--- config.mk ---
export PLATFORM = sky130hd
export DESIGN_NAME = etx_arbiter_flat
export DESIGN_NICKNAME = d
export VERILOG_FILES = /design/src/rtl/etx_arbiter_if.sv /design/src/rtl/etx_arbiter.sv /design/src/flat_wrapper.sv
export SDC_FILE = /design/constraint.sdc
export NUM_CORES = 1
export LEC_CHECK = 0
export ABC_AREA = 1
export BUFFER_PORTS_ARGS = -buffer_cell sky130_fd_sc_hd__buf_2
export CORE_AREA = 2 2 166 168
export DETAILED_ROUTE_END_ITERATION = 8
export DIE_AREA = 0 0 168 170
export PLACE_DENSITY = 0.66
export SETUP_SLACK_MARGIN = 0.15
export SLEW_MARGIN = 20
export SYNTH_ARGS = -nofsm -noshare
export SYNTH_HDL_FRONTEND = slang
export SYNTH_SLANG_ARGS = --single-unit
--- constraint.sdc ---
create_clock -name clk -period 3.9 [get_ports clk]
set_clock_uncertainty 0.2 [all_clocks]
set_input_delay 0.195 -clock clk [delete_from_list [all_inputs] [get_ports clk]]
set_output_delay 0.195 -clock clk [all_outputs]
set_load 0.05 [all_outputs]
--- src/rtl/etx_arbiter_if.sv ---
// Transmit-arbiter bundle: three upstream request channels, remote/local
// pushback and the registered beat presented to etx_io.
interface etx_arbiter_if #(
  parameter int PW = 104
);
  logic          txrr_access;
  logic [PW-1:0] txrr_packet;
  logic          txrr_wait;
  logic          txrd_access;
  logic [PW-1:0] txrd_packet;
  logic          txrd_wait;
  logic          txwr_access;
  logic [PW-1:0] txwr_packet;
  logic          txwr_wait;
  logic          tx_io_wait;
  logic          tx_wr_wait;
  logic          tx_rd_wait;
  logic          tx_access;
  logic [PW-1:0] tx_packet;
  logic          tx_burst;

  modport slave (
    input  txrr_access, txrr_packet, txrd_access, txrd_packet,
           txwr_access, txwr_packet, tx_io_wait, tx_wr_wait, tx_rd_wait,
    output txrr_wait, txrd_wait, txwr_wait, tx_access, tx_packet, tx_burst
  );

  modport master (
    output txrr_access, txrr_packet, txrd_access, txrd_packet,
           txwr_access, txwr_packet, tx_io_wait, tx_wr_wait, tx_rd_wait,
    input  txrr_wait, txrd_wait, txwr_wait, tx_access, tx_packet, tx_burst
  );
endinterface

--- src/rtl/etx_arbiter.sv ---
// Round-robin sequencer of the txrr/txrd/txwr channels onto the shared etx_io
// datapath, with a bounded lock for sequential doubleword write bursts.
module etx_arbiter #(
  parameter int PW        = 104,
  parameter int BURST_MAX = 16
) (
  input logic          clk,
  input logic          reset,
  etx_arbiter_if.slave io
);

  localparam int CW = $clog2(BURST_MAX);
  localparam logic [CW-1:0] CNT_LAST = CW'(BURST_MAX - 1);

  // Last-granted channel; search starts at the channel after it.
  localparam logic [1:0] PTR_RR = 2'd0;
  localparam logic [1:0] PTR_RD = 2'd1;
  localparam logic [1:0] PTR_WR = 2'd2;

  logic [1:0]    ptr;
  logic [CW-1:0] count;
  logic          rr_el, rd_el, wr_el;
  logic          cmp, lock;
  logic [2:0]    grant;          // {wr, rd, rr}
  logic [PW-1:0] sel_packet;
  logic [31:0]   next_dst;

  assign rr_el = ~io.tx_io_wait & io.txrr_access & ~io.tx_wr_wait;
  assign rd_el = ~io.tx_io_wait & io.txrd_access & ~io.tx_rd_wait;
  assign wr_el = ~io.tx_io_wait & io.txwr_access & ~io.tx_wr_wait;

  // tx_access stays high only across back-to-back grants (stalls hold it),
  // so it doubles as the adjacency qualifier for the previous beat.
  assign next_dst = io.tx_packet[39:8] + 32'd8;
  assign cmp = io.tx_access & io.tx_packet[0] & (io.tx_packet[2:1] == 2'b11) &
               io.txwr_packet[0] & (io.txwr_packet[2:1] == 2'b11) &
               (io.txwr_packet[7:3] == io.tx_packet[7:3]) &
               (io.txwr_packet[39:8] == next_dst);
  assign lock = cmp & (count < CNT_LAST);

  always_comb begin
    grant = '0;
    if (wr_el & lock) begin
      grant = 3'b100;
    end else begin
      case (ptr)
        PTR_RR: begin
          if (rd_el)      grant = 3'b010;
          else if (wr_el) grant = 3'b100;
          else if (rr_el) grant = 3'b001;
        end
        PTR_RD: begin
          if (wr_el)      grant = 3'b100;
          else if (rr_el) grant = 3'b001;
          else if (rd_el) grant = 3'b010;
        end
        default: begin
          if (rr_el)      grant = 3'b001;
          else if (rd_el) grant = 3'b010;
          else if (wr_el) grant = 3'b100;
        end
      endcase
    end
  end

  always_comb begin
    sel_packet = io.txrr_packet;
    if (grant[2])      sel_packet = io.txwr_packet;
    else if (grant[1]) sel_packet = io.txrd_packet;
  end

  assign io.txrr_wait = reset | io.tx_io_wait | ~grant[0];
  assign io.txrd_wait = reset | io.tx_io_wait | ~grant[1];
  assign io.txwr_wait = reset | io.tx_io_wait | ~grant[2];

  always_ff @(posedge clk or posedge reset) begin
    if (reset) begin
      io.tx_access <= 1'b0;
      io.tx_packet <= '0;
      io.tx_burst  <= 1'b0;
      ptr          <= PTR_WR;
      count        <= '0;
    end else if (!io.tx_io_wait) begin
      io.tx_access <= |grant;
      io.tx_burst  <= grant[2] & lock;
      // A write arriving at the count limit is issued as a fresh beat,
      // which both breaks the burst and restarts the count.
      count        <= (grant[2] & lock) ? count + 1'b1 : '0;
      if (|grant) begin
        io.tx_packet <= sel_packet;
        ptr <= grant[2] ? PTR_WR : (grant[1] ? PTR_RD : PTR_RR);
      end
    end
  end

endmodule

--- src/flat_wrapper.sv ---
// flat-port wrapper written by rule: the top's interface ports become plain ports
module etx_arbiter_flat 
#(
  parameter int PW        = 104,
  parameter int BURST_MAX = 16
)
  (clk, reset, io_txrr_access, io_txrr_packet, io_txrd_access, io_txrd_packet, io_txwr_access, io_txwr_packet, io_tx_io_wait, io_tx_wr_wait, io_tx_rd_wait, io_txrr_wait, io_txrd_wait, io_txwr_wait, io_tx_access, io_tx_packet, io_tx_burst);
  etx_arbiter_if #(.PW(PW)) io_i ();
  input logic clk;
  input logic reset;
  input wire logic [$bits(io_i.txrr_access)-1:0] io_txrr_access;
  input wire logic [$bits(io_i.txrr_packet)-1:0] io_txrr_packet;
  input wire logic [$bits(io_i.txrd_access)-1:0] io_txrd_access;
  input wire logic [$bits(io_i.txrd_packet)-1:0] io_txrd_packet;
  input wire logic [$bits(io_i.txwr_access)-1:0] io_txwr_access;
  input wire logic [$bits(io_i.txwr_packet)-1:0] io_txwr_packet;
  input wire logic [$bits(io_i.tx_io_wait)-1:0] io_tx_io_wait;
  input wire logic [$bits(io_i.tx_wr_wait)-1:0] io_tx_wr_wait;
  input wire logic [$bits(io_i.tx_rd_wait)-1:0] io_tx_rd_wait;
  output wire logic [$bits(io_i.txrr_wait)-1:0] io_txrr_wait;
  output wire logic [$bits(io_i.txrd_wait)-1:0] io_txrd_wait;
  output wire logic [$bits(io_i.txwr_wait)-1:0] io_txwr_wait;
  output wire logic [$bits(io_i.tx_access)-1:0] io_tx_access;
  output wire logic [$bits(io_i.tx_packet)-1:0] io_tx_packet;
  output wire logic [$bits(io_i.tx_burst)-1:0] io_tx_burst;
  assign io_i.txrr_access = io_txrr_access;
  assign io_i.txrr_packet = io_txrr_packet;
  assign io_i.txrd_access = io_txrd_access;
  assign io_i.txrd_packet = io_txrd_packet;
  assign io_i.txwr_access = io_txwr_access;
  assign io_i.txwr_packet = io_txwr_packet;
  assign io_i.tx_io_wait = io_tx_io_wait;
  assign io_i.tx_wr_wait = io_tx_wr_wait;
  assign io_i.tx_rd_wait = io_tx_rd_wait;
  assign io_txrr_wait = io_i.txrr_wait;
  assign io_txrd_wait = io_i.txrd_wait;
  assign io_txwr_wait = io_i.txwr_wait;
  assign io_tx_access = io_i.tx_access;
  assign io_tx_packet = io_i.tx_packet;
  assign io_tx_burst = io_i.tx_burst;
  etx_arbiter #(.PW(PW), .BURST_MAX(BURST_MAX)) u_core (.clk(clk), .reset(reset), .io(io_i));
endmodule
; ---- After elaboration in Yosys (flattened, before gate mapping)
; Cells that the tools add are included.
[word_totals]
register_bits = 112
latch_bits = 0
mem_bits_rw = 0
romBits = 0
input_bits = 320
output_inout_bits = 109
elab_cells = 57
memories = 0
[op_classes]
addsub = 2
n_mul = 0
div = 0
n_lt_le_gt_ge = 1
eq_ne = 5
n_shift = 0
n_mux = 16
bitwise_logic = 25
n_reduce_logical = 3
[ops]
columns = op, count
row1 = two-way mux 104 bit, 2
row2 = "adder 32 x 4 -> 32 bit, second input constant", 1
row3 = equality test 32 bit, 1
row4 = two-way mux 3 bit, 8
row5 = AND 1 bit, 15
row6 = inverter 1 bit, 6
row7 = case mux 3 bit (2 select lines), 1
row8 = equality test 5 bit, 1
row9 = "adder 4 x 1 -> 4 bit, second input constant", 1
row10 = "equality test 2 bit, second input constant", 2
row11 = "less-than comparator 4 bit, second input constant", 1
row12 = two-way mux 2 bit, 2
row13 = two-way mux 4 bit, 1
row14 = OR 1 bit, 4
row15 = OR reduction 3 bit, 1
row16 = "equality test 2 x 1 -> 1 bit, second input constant", 1
row17 = logical NOT 2 bit, 1
row18 = two-way mux 1 bit, 2
row19 = AND reduction 2 bit, 1

; ---- Longest topological paths before layout
[logic_depth]
ltp_word = 11
mapped_depth = 22
depth_no_buf = 20

; ---- Least setup slack after synthesis
; Ideal clock, no wire load.
[synth_timing]
path_kind = input port to output port
from = in reset
to = out io_txrd_wait
arrival_ns = 3.728
required_time_ns = 3.505
path_slack_ns = -0.223
cell_stages = 2
n_path_buf = 0
cell_sequence = inv_1 nand3_1
[synth_via]
elab_chain_len = 2
[synth_lines]
columns = element, line_no
row1 = start: declaration, flat_wrapper.sv:10  ; input logic reset;
row2 = OR 1 bit (2 in a row), etx_arbiter.sv:73  ; assign io.txrd_wait = reset | io.tx_io_wait | ~grant[1];
row3 = end: declaration, flat_wrapper.sv:21  ; output wire logic [$bits(io_i.txrd_wait)-1:0] io_txrd_wait;
; No other way between the ends.

; ---- Final worst setup path
[layout_timing]
from = reg u_core.io.tx_packet[11]
to = out io_txwr_wait
[layout_via]
elab_chain_len = 8
[layout_lines]
columns = element, line_no
row1 = start: declaration, etx_arbiter_if.sv:25  ; output txrr_wait, txrd_wait, txwr_wait, tx_access, tx_packet, tx_burst
row2 = start signal: assignment, etx_arbiter.sv:90  ; io.tx_packet <= sel_packet;
row3 = adder 32 x 4 -> 32 bit, etx_arbiter.sv:34  ; assign next_dst = io.tx_packet[39:8] + 32'd8;
row4 = equality test 32 bit, etx_arbiter.sv:38  ; (io.txwr_packet[39:8] == next_dst);
row5 = AND 1 bit, etx_arbiter.sv:37  ; (io.txwr_packet[7:3] == io.tx_packet[7:3]) &
row6 = AND 1 bit, etx_arbiter.sv:39  ; assign lock = cmp & (count < CNT_LAST);
row7 = AND 1 bit, etx_arbiter.sv:43  ; if (wr_el & lock) begin
row8 = two-way mux 3 bit, etx_arbiter.sv:43
row9 = inverter 1 bit, etx_arbiter.sv:74  ; assign io.txwr_wait = reset | io.tx_io_wait | ~grant[2];
row10 = OR 1 bit, etx_arbiter.sv:74
row11 = end: declaration, flat_wrapper.sv:22  ; output wire logic [$bits(io_i.txwr_wait)-1:0] io_txwr_wait;
; No other way between the ends.

==> impl_metrics.toml <==
[outcome]
status = "completed"

[drt]
dr.pass1.iters = 7
ant_nets = 0
routed_wl_um = 35700
via_per_inst = 4.56
first_iter_violations = 613
wl_per_cell_um = 14.1
drc = 0
vias = 11500

[place]
pre_cts_slack_ps = 347
port_buffers = 428
dp_hpwl_um = 24700
place_inst = 2337
globalplace.congestion = 0.945
place_area_um2 = 11300

[cells_and_area]
register_area_um2 = 2810
final_cell_mix = "906 x nand2_1, 428 x buf_2, 261 x nor2_1"
fin_cells = 2524
final_common_cell = "nand2_1"
syn_to_final_growth_pct = 49.1
fill_cells = 2716
multi_input_area_um2 = 5050
drive_gt1_frac = 0.223
nets = 2493
fin_area_um2 = 13300

[sta]
max_freq_mhz = 286
min_period_over_period = 0.895
worst_slack_ps = 408
max_slew_margin = 0.529
maxSlewViolCount = 0
grt_setup_unrepaired = "no"
setup_violations = 0
finalHoldViolations = 0
worst_pin_slew_ps = 707
period_minus_slack_ps = 3490
tns_ps = 0

[yosys]
synthArstFlopShare = 1.00
avgSynthCellArea_um2 = 5.50
syn_inst = 1624
synth_edf_count = 0
seq_area_frac_synth = 0.314
postSynthNetCount = 1946
synthDistinctLibCells = 29
synth_area_um2 = 8920
synth_ff_type = "dfrtp_1"
ys_ff_latch = 112
synth_warnings = 0

[cts]
clockBufferDepth = 2
worstSkewPairLatency_ps = 360
cts.sinks = 112
h-tree-depth = 3
cts_tree = "yes"
root_buffer = "clkbuf_16"
cts_buffers = 9
clk_pin_slew_ps = 90

[floorplan]
initial_core_util = 0.335
die-height_um = 170
ios = 429
std_cell_rows = 60
coreArea_um2 = 26700
die_x_um = 168
die_area_um2 = 28600

[power_and_ir_drop]
ir_drop_uv = 269
power_density_nw_per_um2 = 423
leakage_nw = 8.14

[global_routing]
grt.total_usage = 0.244
grt_max_degree = 107
antenna_found_initial = 6
grt_pass1_vias = 11400
grt.overflow.total = 0
grt_pass1_wl_um = 55900

[critical_path]
setup.worst_path.start_class = "register"
crit_family = "simple AND/OR/NAND/NOR gates"
path_buf_inv = 2
worstSetupPathType = "register to output port"
crit_fanout = 32
critPathArrivalTime_ps = 3100
cpPeakStageDelay_ps = 430
end_kind = "output port"
critPathRequiredTime_ps = 3500
path_cells = "ha_1 > nand2_1 > nor2_2 > nand2_2 > o21bai_1 > nand2_1 > nor2_1 > nand2_1 > nor2_1 > nand2_1 > nor2_2 > nand3_4 > nand2_8 > buf_16 > nand3_1 > buf_2"
cpMostUsedCell = "nand2_1"
cpMaxStageDelayCell = "dfrtp_2"

[hold_path]
hp-class = "input port to register"

[job]
drv_cap = 0
==> cells in the mapped netlist, types with 3 or more instances <==
cell      count  area, um^2
dfrtp_1     111        2780
buf_4        21         158
a21oi_1       3        15.0
nand3b_1      6        45.0
clkinv_1      3        11.3
inv_2         3        11.3
nor2_1      261         980
buf_1         5        18.8
nand2_1     906        3400
nor2_2        7        43.8
xnor2_1      11        96.3
buf_6         8        90.1
nand3_1      31         155
xor2_1       10        87.6
buf_2        16        80.1
clkbuf_1     18        67.6
o21bai_1      3        22.5
inv_1       178         668
nand2_2       3        18.8
o21ai_0       6        30.0
==> worst reg2reg max path: cells and delay by family (launching register included) <==
kind | cells | cell delay (ps)
flip-flops | 1 | 430
buffers and inverters | 3 | 630
adder cells (fa/ha/maj) | 1 | 200
AND/OR/NAND/NOR | 14 | 1580
AO/OA/AOI/OAI | 1 | 230
==> what timing repair did <==
action	in CTS	in global routing
cloned	2	1
hold endpoints to repair	129	0
endpoints found under the setup margin	1	98
resized for setup	1	2
setup buffers	0	4
hold buffers	157	0
pin swaps	0	1
==> flip-flops by register name, indices dropped and copies added (netlist names) <==
name,flops
u_core.ptr,2
u_core.io.tx_access,1
u_core.io.tx_burst,1
u_core.io.tx_packet,104
u_core.count,4
==> kinds of logic after synthesis <==
family | after synthesis | share of synthesized area
compound gates | 13 | 0.00841
xor+xnor | 21 | 0.0206
fa+ha+maj | 2 | 0.00280
buf+inv | 252 | 0.124
flops | 112 | 0.314
simple gates | 1224 | 0.530
==> through the flow <==
step | total power [mW] | util | hold WS, ps
after global routing | 5.99 | 0.499 | 25.6
after floorplan | 3.68 | - | 193
after detailed placement | 4.49 | 0.423 | 159
final | 5.63 | 0.499 | 15.1
after CTS | 5.64 | 0.497 | 1.76
after global placement | 4.47 | 0.423 | 159
==> routing by layer <==
metal	vias to the layer above	global-route usage	wire, um
li1	5811	-	-
met1	5172	0.276	14200
met2	440	0.445	18000
met3	88	0.0542	2340
met4	2	0.101	1160
met5	-	0	13
==> path summary, 6_finish.rpt <==
kind	startpoint	slack (ps)	cells after the start	endpoint
max	u_core.io.tx_packet[11]$_DFFE_PP0P_	410	16	io_txwr_wait
min	io_txrr_packet[49]	20	7	u_core.io.tx_packet[49]$_DFFE_PP0P_
max reg2reg	u_core.io.tx_packet[11]$_DFFE_PP0P_	500	19	u_core.io.tx_packet[79]$_DFFE_PP0P_
min reg2reg	u_core.io.tx_packet[42]$_DFFE_PP0P_	280	2	u_core.io.tx_packet[42]$_DFFE_PP0P_
max in group asynchronous	reset	2040	4	u_core.io.tx_packet[75]$_DFFE_PP0P_
min in group asynchronous	reset	340	3	u_core.io.tx_packet[14]$_DFFE_PP0P_
==> power by group <==
part / switching [mW] / total [mW] / internal (mW)
clock network: 0.526 / 0.991 / 0.464
logic: 2.06 / 2.90 / 0.844
registers: 0.279 / 1.73 / 1.45
total: 2.86 / 5.63 / 2.76
==> layout make-up <==
class | count | share of cell area
multi-input cells | 1261 | 0.380
repair buffers | 603 | 0.300
flip-flops and latches | 112 | 0.211
inverters | 184 | 0.0525
well taps | 341 | 0.0321
clock buffers | 9 | 0.0169
clock inverters | 7 | 0.00630
diodes | 7 | 0.00132
(Power assumes the default switching activity.)
